## src/rtl/dma_w_burst_ctrl.sv

```systemverilog
// rtl/dma_w_burst_ctrl.sv - splits one write descriptor into AXI INCR bursts and feeds the DMA engine
// Optional 4 KB boundary splitting is enabled by defining DMA_W_BURST_4K_SPLIT_EN.
module dma_w_burst_ctrl #(
  parameter int ADDR_W     = 32,
  parameter int DMA_DATA_W = 32,
  parameter int CNT_W      = 16,
  parameter int MAX_BURST  = 256
) (
  input  logic                    clk,
  input  logic                    rst,
  input  logic                    cfg_start,
  input  logic [ADDR_W-1:0]       cfg_addr,
  input  logic [CNT_W-1:0]        cfg_nwords,
  output logic                    cfg_busy,
  output logic                    cfg_done,
  input  logic [CNT_W-1:0]        src_level,
  input  logic [DMA_DATA_W-1:0]   src_wdata,
  input  logic [DMA_DATA_W/8-1:0] src_wstrb,
  output logic                    src_rd,
  output logic                    eng_valid,
  output logic [ADDR_W-1:0]       eng_addr,
  output logic [7:0]              eng_len,
  output logic [DMA_DATA_W-1:0]   eng_wdata,
  output logic [DMA_DATA_W/8-1:0] eng_wstrb,
  input  logic                    eng_ready,
  input  logic                    eng_dma_ready
);
  localparam int BYTES   = DMA_DATA_W / 8;
  localparam int BYTE_SH = $clog2(BYTES);
  localparam logic [ADDR_W-1:0] ADDR_MASK = ~ADDR_W'(BYTES - 1);
  localparam logic [8:0]        MAX_B9    = 9'(MAX_BURST);
  localparam logic [CNT_W-1:0]  MAX_BC    = CNT_W'(MAX_BURST);

  typedef enum logic [2:0] {
    S_IDLE  = 3'd0,
    S_CALC  = 3'd1,
    S_ISSUE = 3'd2,
    S_DATA  = 3'd3,
    S_WAIT  = 3'd4
  } state_t;

  state_t            state_q, state_d;
  logic [ADDR_W-1:0] addr_q, addr_d;
  logic [CNT_W-1:0]  rem_q, rem_d;
  logic [8:0]        beats_q, beats_d;
  logic [8:0]        beat_cnt_q, beat_cnt_d;
  logic [7:0]        eng_len_q, eng_len_d;
  logic              done_q, done_d;
  logic [8:0]        rem_cap;
  logic [8:0]        beats_calc;
  logic              issue_go;
  logic              last_beat;
`ifdef DMA_W_BURST_4K_SPLIT_EN
  logic [12:0]       room_4k;
`endif

  always_comb begin
    rem_cap = (rem_q > MAX_BC) ? MAX_B9 : rem_q[8:0];
`ifdef DMA_W_BURST_4K_SPLIT_EN
    // Words left before the next 4 KB page; never zero because addr_q is word aligned.
    room_4k    = (13'd4096 - {1'b0, addr_q[11:0]}) >> BYTE_SH;
    beats_calc = ({4'd0, rem_cap} > room_4k) ? room_4k[8:0] : rem_cap;
`else
    beats_calc = rem_cap;
`endif
  end

  // The command goes out in the cycle the engine is idle and the FIFO already holds the whole burst.
  assign issue_go  = (state_q == S_ISSUE) && eng_dma_ready && (src_level >= CNT_W'(beats_q));
  assign last_beat = (state_q == S_DATA) && eng_ready && (beat_cnt_q == beats_q - 9'd1);

  always_comb begin
    state_d    = state_q;
    addr_d     = addr_q;
    rem_d      = rem_q;
    beats_d    = beats_q;
    beat_cnt_d = beat_cnt_q;
    eng_len_d  = eng_len_q;
    done_d     = 1'b0;
    case (state_q)
      S_IDLE: begin
        if (cfg_start) begin
          if (cfg_nwords != '0) begin
            addr_d  = cfg_addr & ADDR_MASK;
            rem_d   = cfg_nwords;
            state_d = S_CALC;
          end else begin
            done_d = 1'b1;
          end
        end
      end
      S_CALC: begin
        beats_d    = beats_calc;
        eng_len_d  = 8'(beats_calc - 9'd1);
        beat_cnt_d = '0;
        state_d    = S_ISSUE;
      end
      S_ISSUE: begin
        if (issue_go) begin
          state_d = S_DATA;
        end
      end
      S_DATA: begin
        if (eng_ready) begin
          beat_cnt_d = beat_cnt_q + 9'd1;
          if (last_beat) begin
            addr_d  = addr_q + (ADDR_W'(beats_q) << BYTE_SH);
            rem_d   = rem_q - CNT_W'(beats_q);
            state_d = S_WAIT;
          end
        end
      end
      S_WAIT: begin
        if (eng_dma_ready) begin
          if (rem_q == '0) begin
            done_d  = 1'b1;
            state_d = S_IDLE;
          end else begin
            state_d = S_CALC;
          end
        end
      end
      default: state_d = S_IDLE;
    endcase
  end

  always_ff @(posedge clk) begin
    if (rst) begin
      state_q    <= S_IDLE;
      addr_q     <= '0;
      rem_q      <= '0;
      beats_q    <= '0;
      beat_cnt_q <= '0;
      eng_len_q  <= '0;
      done_q     <= 1'b0;
    end else begin
      state_q    <= state_d;
      addr_q     <= addr_d;
      rem_q      <= rem_d;
      beats_q    <= beats_d;
      beat_cnt_q <= beat_cnt_d;
      eng_len_q  <= eng_len_d;
      done_q     <= done_d;
    end
  end

  assign cfg_busy  = (state_q != S_IDLE);
  assign cfg_done  = done_q;
  assign eng_valid = (state_q == S_DATA) || issue_go;
  assign eng_addr  = addr_q;
  assign eng_len   = eng_len_q;
  assign src_rd    = (state_q == S_DATA) && eng_ready;
  assign eng_wdata = src_wdata;
  assign eng_wstrb = src_wstrb;

endmodule
```

## config.mk

```make
export PLATFORM = sky130hd
export DESIGN_NAME = dma_w_burst_ctrl
export DESIGN_NICKNAME = d
export VERILOG_FILES = /design/src/rtl/dma_w_burst_ctrl.sv
export SDC_FILE = /design/constraint.sdc
export NUM_CORES = 1
export LEC_CHECK = 0
export BUFFER_PORTS_ARGS = -buffer_cell sky130_fd_sc_hd__buf_2
export CAP_MARGIN = 20
export CORE_ASPECT_RATIO = 0.9
export CORE_MARGIN = 4
export CORE_UTILIZATION = 53
export CTS_BUF_LIST = sky130_fd_sc_hd__clkbuf_8
export DETAILED_ROUTE_END_ITERATION = 6
export GPL_TIMING_DRIVEN = 0
export PLACE_DENSITY = 0.82
export SYNTH_ARGS = -nofsm -noshare
export SYNTH_HDL_FRONTEND = slang
export SYNTH_SLANG_ARGS = --single-unit
export TNS_END_PERCENT = 10
```

## constraint.sdc

```tcl
create_clock -name clk -period 3.9 [get_ports clk]
set_input_delay 0.585 -clock clk [delete_from_list [all_inputs] [get_ports clk]]
set_output_delay 0.585 -clock clk [all_outputs]
set_load 0.01 [all_outputs]
```

==> After elaboration in Yosys (flattened, before gate mapping) <==
Index checks and enable logic that the tools add are counted.
{ "classes": {"n_addsub": 5, "n_eq_ne": 11, "n_mux": 26, "magnitude_cmp": 2, "reduce_logical": 14} }
{ "ops": {"columns": ["operator", "count"], "rows": [
  ["two-way mux 32 bit", 4],
  ["two-way mux 16 bit", 4],
  ["case mux 32 bit (2 select lines)", 1],
  ["adder 32 x 11 -> 32 bit", 1],
  ["case mux 16 bit (2 select lines)", 1],
  ["two-way mux 3 bit", 6],
  ["two-way mux 9 bit", 2],
  ["case mux 9 bit (2 select lines)", 1],
  [">= comparator 16 x 9 -> 1 bit", 1],
  ["> comparator 16 x 9 -> 1 bit, second input constant", 1],
  ["zero test 16 bit", 1],
  ["nonzero test 16 bit", 1],
  ["subtractor 16 x 9 -> 16 bit", 1],
  ["case mux 3 bit (5 select lines)", 1],
  ["inequality test 2 bit, second input constant", 6],
  ["adder 9 x 1 -> 9 bit, second input constant", 1],
  ["== test 9 bit", 1],
  ["subtractor 9 x 1 -> 9 bit, second input constant", 1],
  ["subtractor 8 x 1 -> 8 bit, second input constant", 1],
  ["== test 3 x 2 -> 1 bit, second input constant", 2],
  ["AND reduction 6 bit", 1],
  ["two-way mux 1 bit", 5],
  ["AND reduction 5 bit", 1],
  ["logical AND 1 bit", 4],
  ["other kinds (8)", 9]
]} }
{ "word_totals": {"output_inout_bits": 80, "reg_bits": 78} }

==> Logic depth before layout (Yosys ltp) <==
Gate-level depths: netlist of the first run.
{ "logic_depth": {"ltp_word": 6, "mapped_depth": 11, "ltp_nobuf": 10} }

==> Least setup slack after synthesis of the first run <==
OpenSTA, ideal clock, no wires.
{ "synth_path": {"path_type": "register to register", "from": "register rem_q[2]", "to": "register eng_len_q[6] (netlist: eng_len[6])", "t_required_ns": 3.830, "t_arrival_ns": 2.752, "path_stages_with_launch": 11, "n_path_buf": 1, "period_less_slack_ns": 2.822, "setup_slack_ns": 1.078, "setup_ns": 0.070, "path_cell_list": "dfxtp_1 or4_1 nor4_1 nand2b_1 a21oi_1 clkbuf_1 nand2_1 ha_1 or3b_2 a32oi_1 a21oi_1"} }
{ "synth_between": {"elab_chain_len": 3} }
{ "synth_rtl": {"columns": ["element", "line", "source"], "rows": [
  ["from (decl)", "44", "logic [CNT_W-1:0] rem_q, rem_d;"],
  ["from (signal assigned)", "139", "rem_q <= rem_d;"],
  ["> comparator 16 x 9 -> 1 bit", "58", "rem_cap = (rem_q > MAX_BC) ? MAX_B9 : rem_q[8:0];"],
  ["two-way mux 9 bit (*)", "58", null],
  ["subtractor 8 x 1 -> 8 bit (*)", "94", "eng_len_d = 8'(beats_calc - 9'd1);"],
  ["to (signal assigned)", "142", "eng_len_q <= eng_len_d;"],
  ["to (decl)", "47", "logic [7:0] eng_len_q, eng_len_d;"]
]} }
Every way passes the cells marked *; elsewhere a longest branch is shown, timed or not.
A chain may end at the register's enable or synchronous reset.

==> Worst setup path after layout of the first run <==
Same ends and word-level chain as after synthesis.

==> results of run 1 <==
## layout make-up
type / instances / area [um^2]
multi-input combinational: 541 / 3510
fill: 959 / 3560
clock buffer: 10 / 138
buffer: 79 / 469
inverter: 18 / 67.6
timing repair buffer: 143 / 716
tap: 129 / 161
clock inverter: 6 / 111
sequential: 76 / 1520
## worst max-delay path by stage
stage                                  from                  endpoint  slack (ns)
global placement      rem_q[2]$_SDFFE_PP0P_   eng_len[6]$_SDFFE_PP0P_        0.51
floorplan             rem_q[2]$_SDFFE_PP0P_   eng_len[6]$_SDFFE_PP0P_        1.08
detailed placement    rem_q[2]$_SDFFE_PP0P_   eng_len[6]$_SDFFE_PP0P_        0.50
finish                rem_q[2]$_SDFFE_PP0P_   eng_len[6]$_SDFFE_PP0P_        0.39
global route        beats_q[1]$_SDFFE_PP0P_  eng_addr[6]$_SDFFE_PP0P_        0.15
CTS                   rem_q[2]$_SDFFE_PP0P_   eng_len[6]$_SDFFE_PP0P_        0.47
## metal layers
metal,share of wire [%],GRT usage [%]
met1,42,38.3
met2,44,43.3
met3,12,6.20
met4,2.2,8.62
met5,0,0
## power by group through the flow
stage	combinational (mW)	clock, mW	sequential [mW]
after floorplan	0.662	0	0.990
after global placement	0.958	0	0.987
after detailed placement	0.974	0	0.989
after CTS	0.980	0.771	0.972
after global routing	1.09	0.797	0.989
final	0.996	0.768	0.977
## tightest hold or removal path: cells and delay by family
family | cells | cell delay (ns)
buffers and inverters | 1 | 0.09
AO/OA/AOI/OAI | 1 | 0.07
AND/OR/NAND/NOR | 1 | 0.04
## per-stage QoR
stage / std cells / area, um^2
after floorplan: 714 / 5570
after global placement: 986 / 6440
after CTS: 1002 / 6690
after detailed placement: 986 / 6440
after global routing: 1002 / 6690
final: 1002 / 6690
## registers in the layout, summed over array words and instances, names as in the netlist
signal	cells
beats_q	9
eng_len	8
state_q	3
eng_addr	30
beat_cnt_q	9
rem_q	16
cfg_done	1
## Yosys cell counts (all sizes together) (3+ instances only)
cell type / number / area share, %
nor2: 61 / 4.1
and3: 8 / 0.90
o221a: 3 / 0.61
or3: 5 / 0.56
nor3: 19 / 1.8
ha: 30 / 6.7
a31o: 3 / 0.47
clkbuf: 34 / 2.3
nand2: 79 / 5.4
o211a: 3 / 0.54
xnor2: 13 / 2.0
a22o: 5 / 0.79
o31ai: 4 / 0.54
nand2b: 12 / 1.3
inv: 18 / 1.2
or3b: 3 / 0.47
dfxtp: 76 / 27
buf: 45 / 6.1
o211ai: 7 / 0.94
nor4: 11 / 1.6
a31oi: 12 / 1.3
o21a: 13 / 1.8
a21oi: 63 / 5.7
a32oi: 3 / 0.47
a21o: 4 / 0.54
o22ai: 3 / 0.34
a211oi: 28 / 4.1
nor2b: 7 / 0.79
or4: 5 / 0.74
o31a: 5 / 0.79
and4: 3 / 0.47
a2111oi: 5 / 1.1
and2: 7 / 0.79
xor2: 13 / 2.0
nand4: 10 / 1.1
nand3: 17 / 1.5
a311oi: 7 / 1.6
nor3b: 3 / 0.40
o21ai: 38 / 3.4
## cells by family (layout without fill, tap and decap cells)
logic type / after synthesis / after routing / synth area share (%)
flip-flops: 76 / 76 / 27.4
multiplexers: 1 / 1 / 0.202
AND/OR/NAND/NOR: 257 / 257 / 23.0
other: 1 / 2 / 0.0674
AO/OA/AOI/OAI: 223 / 223 / 28.1
adder cells (fa/ha/maj): 32 / 32 / 7.47
buffers and inverters: 97 / 256 / 9.65
XOR/XNOR: 26 / 26 / 4.09
==> metrics.md, run 1 <==
| Metric | Value |
|---|---|
| CP bufs+invs | 1 |
| Sequential fraction of the synthesis area | approximately 27% |
| Slowest stage cell, crit path | sky130_fd_sc_hd__a21oi_1 |
| Critical path class | register to register |
| Top cell by count, worst path | sky130_fd_sc_hd__a21oi_1 |
| Count of max-cap constraint violations | 0 |
| Slew at the pin closest to its max-slew limit | about 0.80 ns |
| Commonest non-fill, non-tap cells in the layout | 143 x sky130_fd_sc_hd__buf_2, 78 x sky130_fd_sc_hd__nand2_1, 76 x sky130_fd_sc_hd__dfxtp_1, 63 x sky130_fd_sc_hd__a21oi_1, 61 x sky130_fd_sc_hd__nor2_1 |
| Worst vdd ir | 0.313 mV |
| Relative slew slack | between 40 and 50% |
| Maximum number of pins on one net before global-route repair | 14 |
| Total Routed Length | between 15 and 20 mm |
| Hold EP | eng_addr[4]$_SDFFE_PP0P_ |
| Syn. warnings | 0 |
| Antenna diodes | 0 |
| Port-buffer cells | ~140 |
| Count of endpoints failing setup in the final report | 0 |
| Power share of the combinational group | 36.3% |
| Proportion of layout cells with a drive suffix above 1 | 25.9% |
| Net count, final | approximately 1000 |
| Relative contribution of the clock network to total power | 28.0% |
| Achievable Freq | 285 MHz |
| Per-cell via count in the routed design | about 6.1 |
| Final clock skew | ~0.010 ns |
| H-tree depth reported by CTS | 3 |
| IO Count | 185 |
| Most common library cell in the layout ignoring fill and taps | sky130_fd_sc_hd__buf_2 |
| Weighted congestion reported at the end of routability-driven placement | roughly 0.97 |
| Setup tns final | 0 ns |
| Row count | 35 |
| Vias after detailed routing | a little over 6000 |
| TritonCTS clock tree | done |
| Mean instance size in the synthesized netlist | just under 8 um^2 |
| Worst endpoint data arrival time | 3.82 ns |
| Crit share post-route | about nine tenths |
| Unrepaired setup endpoints after global routing | no |
| Hold Vio Cnt, Final | 0 |
| Switching power share of the total | roughly 37% |
| Number of sinks driven by the clock tree | 76 |
| Sum of overflow across all layers after global routing | 0 |
| Kind of cell adding the most delay to the critical path | simple AND/OR/NAND/NOR gates |
| Total leakage power | between 2 and 3 nW |
| Worst R2R Start | rem_q[2]$_SDFFE_PP0P_ |
| Flop pwr share | between 30% and 40% |
| Terminus of the critical flop-to-flop path | eng_len[6]$_SDFFE_PP0P_ |
| Slack of the critical path | a little under 0.4 ns |
| Depth of the worst hold-timing path | 3 |
| Effective utilization at floorplan | 54.3% |
| Post-synthesis cell type count | 72 |
| Global-route wire length before repair | 27.1 mm |
| Total routing resource utilization after global routing | 27.9% |
| Run status | finished, final reports clean |
| Proportion of register bits with asynchronous set or reset after synthesis | 0% |
| Critical-path cell list | or4_1 -> nor4_1 -> nand2b_1 -> a21oi_1 -> clkbuf_1 -> nand2_1 -> ha_1 -> or3b_2 -> a32oi_1 -> a21oi_1 |
| Fin crit period | ~3.5 ns |
| Most frequently used flop master after synthesis | sky130_fd_sc_hd__dfxtp_1 |
| Power Total | approximately 2.7 mW |
| Synthesized instance count | approximately 710 |
| Net Switching | 1.02 mW |
| Final slew viol count | 0 |
| Number of synthesized flops with an enable pin | 0 |
| Maximum number of buffers from clock root to sink | 2 |
| Die area | between 10000 and 15000 um^2 |
| Final Core Density | roughly two thirds |
| Crit end category | register |
| Total clock buffers created by CTS | 9 |
| First-pass iteration count of the detailed router | 5 |
| Post-DP HPWL | roughly 13 mm |
| Area growth syn-to-layout | 20.3% |
| Horiz. Die Dim | around 120 um |
| Int Power | ~1.7 mW |
| Path class of the lowest-slack min-delay path | input pin to register |
| Data required, critical path | approximately 4.2 ns |
| Worst setup slack for register-to-register paths | between 0.3 and 0.4 ns |
| Cell area after technology mapping | about 5600 um^2 |
| Latest clock arrival within the worst-skew pair | around 0.37 ns |
| Pwr dens | between 400 and 500 nW/um^2 |
| Routed len/inst | 17.6 um |
| Initial antenna violation count | 0 |
| Hold slack | roughly 0.47 ns |
| Crit Path Max Fanout | 10 |
| Gates resized, CTS repair | 0 |
| Number of buffers inserted for hold repair after clock tree synthesis | 0 |
| Post-synthesis register bit count | 76 |
| Count of cell instances traversed by the critical path | 10 |
| Core Box Area | just over 10000 um^2 |
| Count of routing violations after the opening detailed-route iteration | about 550 |
| Remaining number of nets flagged by the antenna check after routing | 0 |
| CTS clock-pin slew for the worst setup and hold paths | around 0.080 ns |
| Hold wc startpoint | cfg_addr[4] |
| Highest cell delay on the worst timing path | about 0.67 ns |
| Root Buffer Master | sky130_fd_sc_hd__clkbuf_8 |
| Post-place setup slack | just under 0.5 ns |
| Number of buffers inserted by post-CTS setup repair | 0 |
| Number of global-route vias before repair | 5479 |
| Die extent in y | 105 um |
| Worst Reg-to-Reg Cells | 10 |
| Sort of element at the start of the critical path | register |
| Number of remaining DRC errors | 0 |
No activity file was read; power rests on OpenSTA's default activity.
==> run 2, diff against run 1 <==
--- a/config.mk
+++ b/config.mk
@@ -5,15 +5,16 @@
 export SDC_FILE = /design/constraint.sdc
 export NUM_CORES = 1
 export LEC_CHECK = 0
+export ABC_AREA = 1
 export BUFFER_PORTS_ARGS = -buffer_cell sky130_fd_sc_hd__buf_2
 export CAP_MARGIN = 20
 export CORE_ASPECT_RATIO = 0.9
 export CORE_MARGIN = 4
-export CORE_UTILIZATION = 53
+export CORE_UTILIZATION = 55
 export CTS_BUF_LIST = sky130_fd_sc_hd__clkbuf_8
 export DETAILED_ROUTE_END_ITERATION = 6
 export GPL_TIMING_DRIVEN = 0
-export PLACE_DENSITY = 0.82
+export PLACE_DENSITY = 0.83
 export SYNTH_ARGS = -nofsm -noshare
 export SYNTH_HDL_FRONTEND = slang
 export SYNTH_SLANG_ARGS = --single-unit
==> metrics.md, run 2 <==
| Metric | Value |
|---|---|
| Maximum number of pins on one net before global-route repair | 16 (was 14) |
| Row count | 37 (was 35) |
| Proportion of register bits with asynchronous set or reset after synthesis | 0% (unchanged) |
| Number of buffers inserted for hold repair after clock tree synthesis | 0 (unchanged) |
| Final Core Density | 66.4% (was 65.3%) |
| Proportion of layout cells with a drive suffix above 1 | 16.8% (was 25.9%) |
| Unrepaired setup endpoints after global routing | no (unchanged) |
| Final clock skew | 0.0181 ns (was 0.0101 ns) |
| Area growth syn-to-layout | 16.8% (was 20.3%) |
| Cell area after technology mapping | 6550 um^2 (was 5560 um^2) |
| Horiz. Die Dim | 123 um (was 116 um) |
| Gates resized, CTS repair | 0 (unchanged) |
| Number of remaining DRC errors | 0 (unchanged) |
| Hold EP | eng_len[3]$_SDFFE_PP0P_ (was eng_addr[4]$_SDFFE_PP0P_) |
| Number of sinks driven by the clock tree | 76 (unchanged) |
| Setup tns final | 0 ns (unchanged) |
| Root Buffer Master | sky130_fd_sc_hd__clkbuf_8 (unchanged) |
| Final std cell area, no fill | 7650 um^2 (was 6690 um^2) |
| Slowest stage cell, crit path | sky130_fd_sc_hd__dfxtp_1 (was sky130_fd_sc_hd__a21oi_1) |
| Worst R2R Start | beats_q[0]$_SDFFE_PP0P_ (was rem_q[2]$_SDFFE_PP0P_) |
| Hold Vio Cnt, Final | 0 (unchanged) |
| Worst setup slack for register-to-register paths | 1.21 ns (was 0.39 ns) |
| Hold wc startpoint | eng_len[3]$_SDFFE_PP0P_ (was cfg_addr[4]) |
| Post-place setup slack | 1.16 ns (was 0.496 ns) |
| Number of placed cells counting well taps | 1457 (was 986) |
| Most frequent cell after synthesis | sky130_fd_sc_hd__nand2_1 (unchanged) |
| Sequential fraction of the synthesis area | 23.2% (was 27.4%) |
| First-pass iteration count of the detailed router | 6 (was 5) |
| Post-synthesis cell type count | 39 (was 72) |
| Placed standard-cell area | 7470 um^2 (was 6440 um^2) |
| Flop pwr share | 32.0% (was 35.6%) |
| Port-buffer cells | 144 (was 143) |
| Post-synth top area share | 25.0% (was 27.4%) |
| Mean instance size in the synthesized netlist | 5.67 um^2 (was 7.80 um^2) |
| Top cell by count, worst path | sky130_fd_sc_hd__nand2_1 (was sky130_fd_sc_hd__a21oi_1) |
| Slack of the critical path | 0.821 ns (was 0.392 ns) |
| Int Power | 1.76 mW (was 1.72 mW) |
| Switching power share of the total | 47.6% (was 37.2%) |
| Worst vdd ir | 0.278 mV (was 0.313 mV) |
| Dominant cells by area after synthesis | sky130_fd_sc_hd__nand2_1 25%, sky130_fd_sc_hd__dfxtp_1 23%, sky130_fd_sc_hd__inv_1 7.8% (was sky130_fd_sc_hd__dfxtp_1 27%, sky130_fd_sc_hd__ha_1 6.7%, sky130_fd_sc_hd__a21oi_1 5.7%) |
| Net count, final | 1449 (was 1005) |
| Crit share post-route | 78.9% (was 89.9%) |
| Path class of the lowest-slack min-delay path | register to register (was input pin to register) |
| Count of max-cap constraint violations | 0 (unchanged) |
| Run status | finished, final reports clean (unchanged) |
| Initial antenna violation count | 0 (unchanged) |
| IO Count | 185 (unchanged) |
| Post-DP HPWL | 16.4 mm (was 13.2 mm) |
| Most frequently used flop master after synthesis | sky130_fd_sc_hd__dfxtp_1 (unchanged) |
| Highest cell delay on the worst timing path | 0.51 ns (was 0.67 ns) |
| Pwr dens | 440 nW/um^2 (was 410 nW/um^2) |
| Number of buffers inserted by post-CTS setup repair | 0 (unchanged) |
| Worst endpoint data arrival time | 2.49 ns (was 3.82 ns) |
| Total Routed Length | 20.6 mm (was 17.6 mm) |
| Count of routing violations after the opening detailed-route iteration | 800 (was 551) |
| Global-route wire length before repair | 33.0 mm (was 27.1 mm) |
| Post-synthesis register bit count | 76 (unchanged) |
| Latest clock arrival within the worst-skew pair | 0.40 ns (was 0.37 ns) |
| Power share of the combinational group | 50.2% (was 36.3%) |
| Die extent in y | 112 um (was 105 um) |
| Slew at the pin closest to its max-slew limit | 0.772 ns (was 0.804 ns) |
| Vias after detailed routing | 7753 (was 6078) |
| Die area | 13700 um^2 (was 12200 um^2) |
| CTS clock-pin slew for the worst setup and hold paths | 0.10 ns (was 0.08 ns) |
| Most numerous cell types in the synthesized netlist | 436 x sky130_fd_sc_hd__nand2_1, 136 x sky130_fd_sc_hd__inv_1, 129 x sky130_fd_sc_hd__nor2_1 (was 78 x sky130_fd_sc_hd__nand2_1, 76 x sky130_fd_sc_hd__dfxtp_1, 63 x sky130_fd_sc_hd__a21oi_1) |
| Achievable Freq | 325 MHz (was 285 MHz) |
| Most common library cell in the layout ignoring fill and taps | sky130_fd_sc_hd__nand2_1 (was sky130_fd_sc_hd__buf_2) |
| Effective utilization at floorplan | 56.8% (was 54.3%) |
| Net Switching | 1.60 mW (was 1.02 mW) |
| Finished Layout Cells | 1473 (was 1002) |
| Total routing resource utilization after global routing | 29.9% (was 27.9%) |
| Relative contribution of the clock network to total power | 17.8% (was 28.0%) |
| Final slew viol count | 0 (unchanged) |
| Total leakage power | 4.09 nW (was 2.87 nW) |
| Terminus of the critical flop-to-flop path | eng_addr[20]$_SDFFE_PP0P_ (was eng_len[6]$_SDFFE_PP0P_) |
| Commonest non-fill, non-tap cells in the layout | 436 x sky130_fd_sc_hd__nand2_1, 149 x sky130_fd_sc_hd__buf_2, 136 x sky130_fd_sc_hd__inv_1, 129 x sky130_fd_sc_hd__nor2_1, 96 x sky130_fd_sc_hd__nand3_1 (was 143 x sky130_fd_sc_hd__buf_2, 78 x sky130_fd_sc_hd__nand2_1, 76 x sky130_fd_sc_hd__dfxtp_1, 63 x sky130_fd_sc_hd__a21oi_1, 61 x sky130_fd_sc_hd__nor2_1) |
| Sum of overflow across all layers after global routing | 0 (unchanged) |
| Fin crit period | 3.08 ns (was 3.51 ns) |
| Worst Reg-to-Reg Cells | 16 (was 10) |
| Depth of the worst hold-timing path | 2 (was 3) |
| Total clock buffers created by CTS | 9 (unchanged) |
| Synthesized instance count | 1156 (was 713) |
| TritonCTS clock tree | done (unchanged) |
| Antenna diodes | 0 (unchanged) |
| Crit Path Max Fanout | 7 (was 10) |
| Critical-path cell list | inv_1 -> ha_1 -> nand2_1 -> o21bai_1 -> nand2_1 -> nand2_1 -> nand2_1 -> nand2_1 -> nand3_1 -> nand2_1 -> o21ai_0 -> buf_2 (was or4_1 -> nor4_1 -> nand2b_1 -> a21oi_1 -> clkbuf_1 -> nand2_1 -> ha_1 -> or3b_2 -> a32oi_1 -> a21oi_1) |
| Crit end category | output pin (was register) |
| Routed len/inst | 14.0 um (was 17.6 um) |
| Count of endpoints failing setup in the final report | 0 (unchanged) |
| Number of synthesized flops with an enable pin | 0 (unchanged) |
| Weighted congestion reported at the end of routability-driven placement | 0.974 (was 0.965) |
| Maximum number of buffers from clock root to sink | 2 (unchanged) |
| Critical path class | register to output pin (was register to register) |
| Remaining number of nets flagged by the antenna check after routing | 0 (unchanged) |
| Relative slew slack | 48.1% (was 45.9%) |
| Syn. warnings | 0 (unchanged) |
| Number of global-route vias before repair | 6970 (was 5479) |
| H-tree depth reported by CTS | 3 (unchanged) |
| Per-cell via count in the routed design | 5.26 (was 6.07) |
| Data required, critical path | 3.31 ns (was 4.21 ns) |
| Cell taking the most area after synthesis | sky130_fd_sc_hd__nand2_1 (was sky130_fd_sc_hd__dfxtp_1) |
| Core Box Area | 11500 um^2 (was 10200 um^2) |
| Sort of element at the start of the critical path | register (unchanged) |
| Max reg flops | 30 (unchanged) |
## run 2: changes by cell type after synthesis, moves of 17 or more
cell and delta:
sky130_fd_sc_hd__nand2_1 +358, sky130_fd_sc_hd__inv_1 +118, sky130_fd_sc_hd__nand3_1 +79, sky130_fd_sc_hd__nor2_1 +68, sky130_fd_sc_hd__a211oi_1 -22, sky130_fd_sc_hd__clkbuf_1 -19
sky130_fd_sc_hd__o21ai_0 +17
## run 2: through the flow
| stage | hold WS (ns) | power, mW |
|---|---|---|
| 2_1_floorplan | 0.443 | 2.26 |
| 3_3_place_gp | 0.433 | 2.72 |
| 3_5_place_dp | 0.434 | 2.75 |
| 4_1_cts | 0.454 | 3.34 |
| 5_1_grt | 0.469 | 3.65 |
| 6_report | 0.452 | 3.37 |
## run 2: routing by layer
metal	wire [um]	vias up	GRT usage (%)	share of wire (%)
met4	546	0	10.4	2.6
met5	0	-	0	0
li1	-	3922	-	-
met1	8780	3415	39.6	43
met3	2150	48	6.75	10
met2	9160	368	47.9	44
## run 2: logic make-up after synthesis
kind of cell | after synthesis | share of synthesized area, %
DFF | 76 | 23.2
buffers and inverters | 201 | 14.0
AOI/OAI and AO/OA | 115 | 9.45
xor gates and xnor gates | 14 | 1.87
and+or+nand+nor | 717 | 45.1
adders and majority gates | 32 | 6.34
other | 1 | 0.0572
## run 2: worst max path at each step
stage	startpoint	end	slack [ns]	cells past startpoint
after detailed placement	cfg_nwords[13]	eng_addr[12]$_SDFFE_PP0P_	1.16	10
after floorplan	src_level[3]	eng_valid	1.69	10
after global routing	beats_q[3]$_SDFFE_PP0P_	eng_valid	0.64	12
after CTS	beats_q[3]$_SDFFE_PP0P_	eng_valid	0.81	12
after global placement	cfg_nwords[13]	eng_addr[14]$_SDFFE_PP0P_	1.20	11
final	beats_q[3]$_SDFFE_PP0P_	eng_valid	0.82	12
## run 2: cell type report
cell class	instances	area, um^2
plain buffers	63	397
clock buffers	9	124
clock inverters	7	58.8
fillers	1137	3870
inverters	138	518
multi-input cells	880	4120
flip-flops and latches	76	1520
well taps	156	195
repair buffers	144	721
## run 2: worst max-delay path, delay by kind of cell (launching register included)
kind | cells | cell delay (ns)
AOI/OAI and AO/OA | 2 | 0.38
adders and majority gates | 1 | 0.34
buffers and inverters | 2 | 0.40
DFF | 1 | 0.51
and+or+nand+nor | 7 | 0.45
## run 2: power groups by stage
stage	logic [mW]	clock network [mW]	registers [mW]
after floorplan	1.19	0	1.07
after global placement	1.64	0	1.08
after detailed placement	1.66	0	1.09
after CTS	1.67	0.597	1.07
after global routing	1.92	0.631	1.09
final	1.69	0.601	1.08
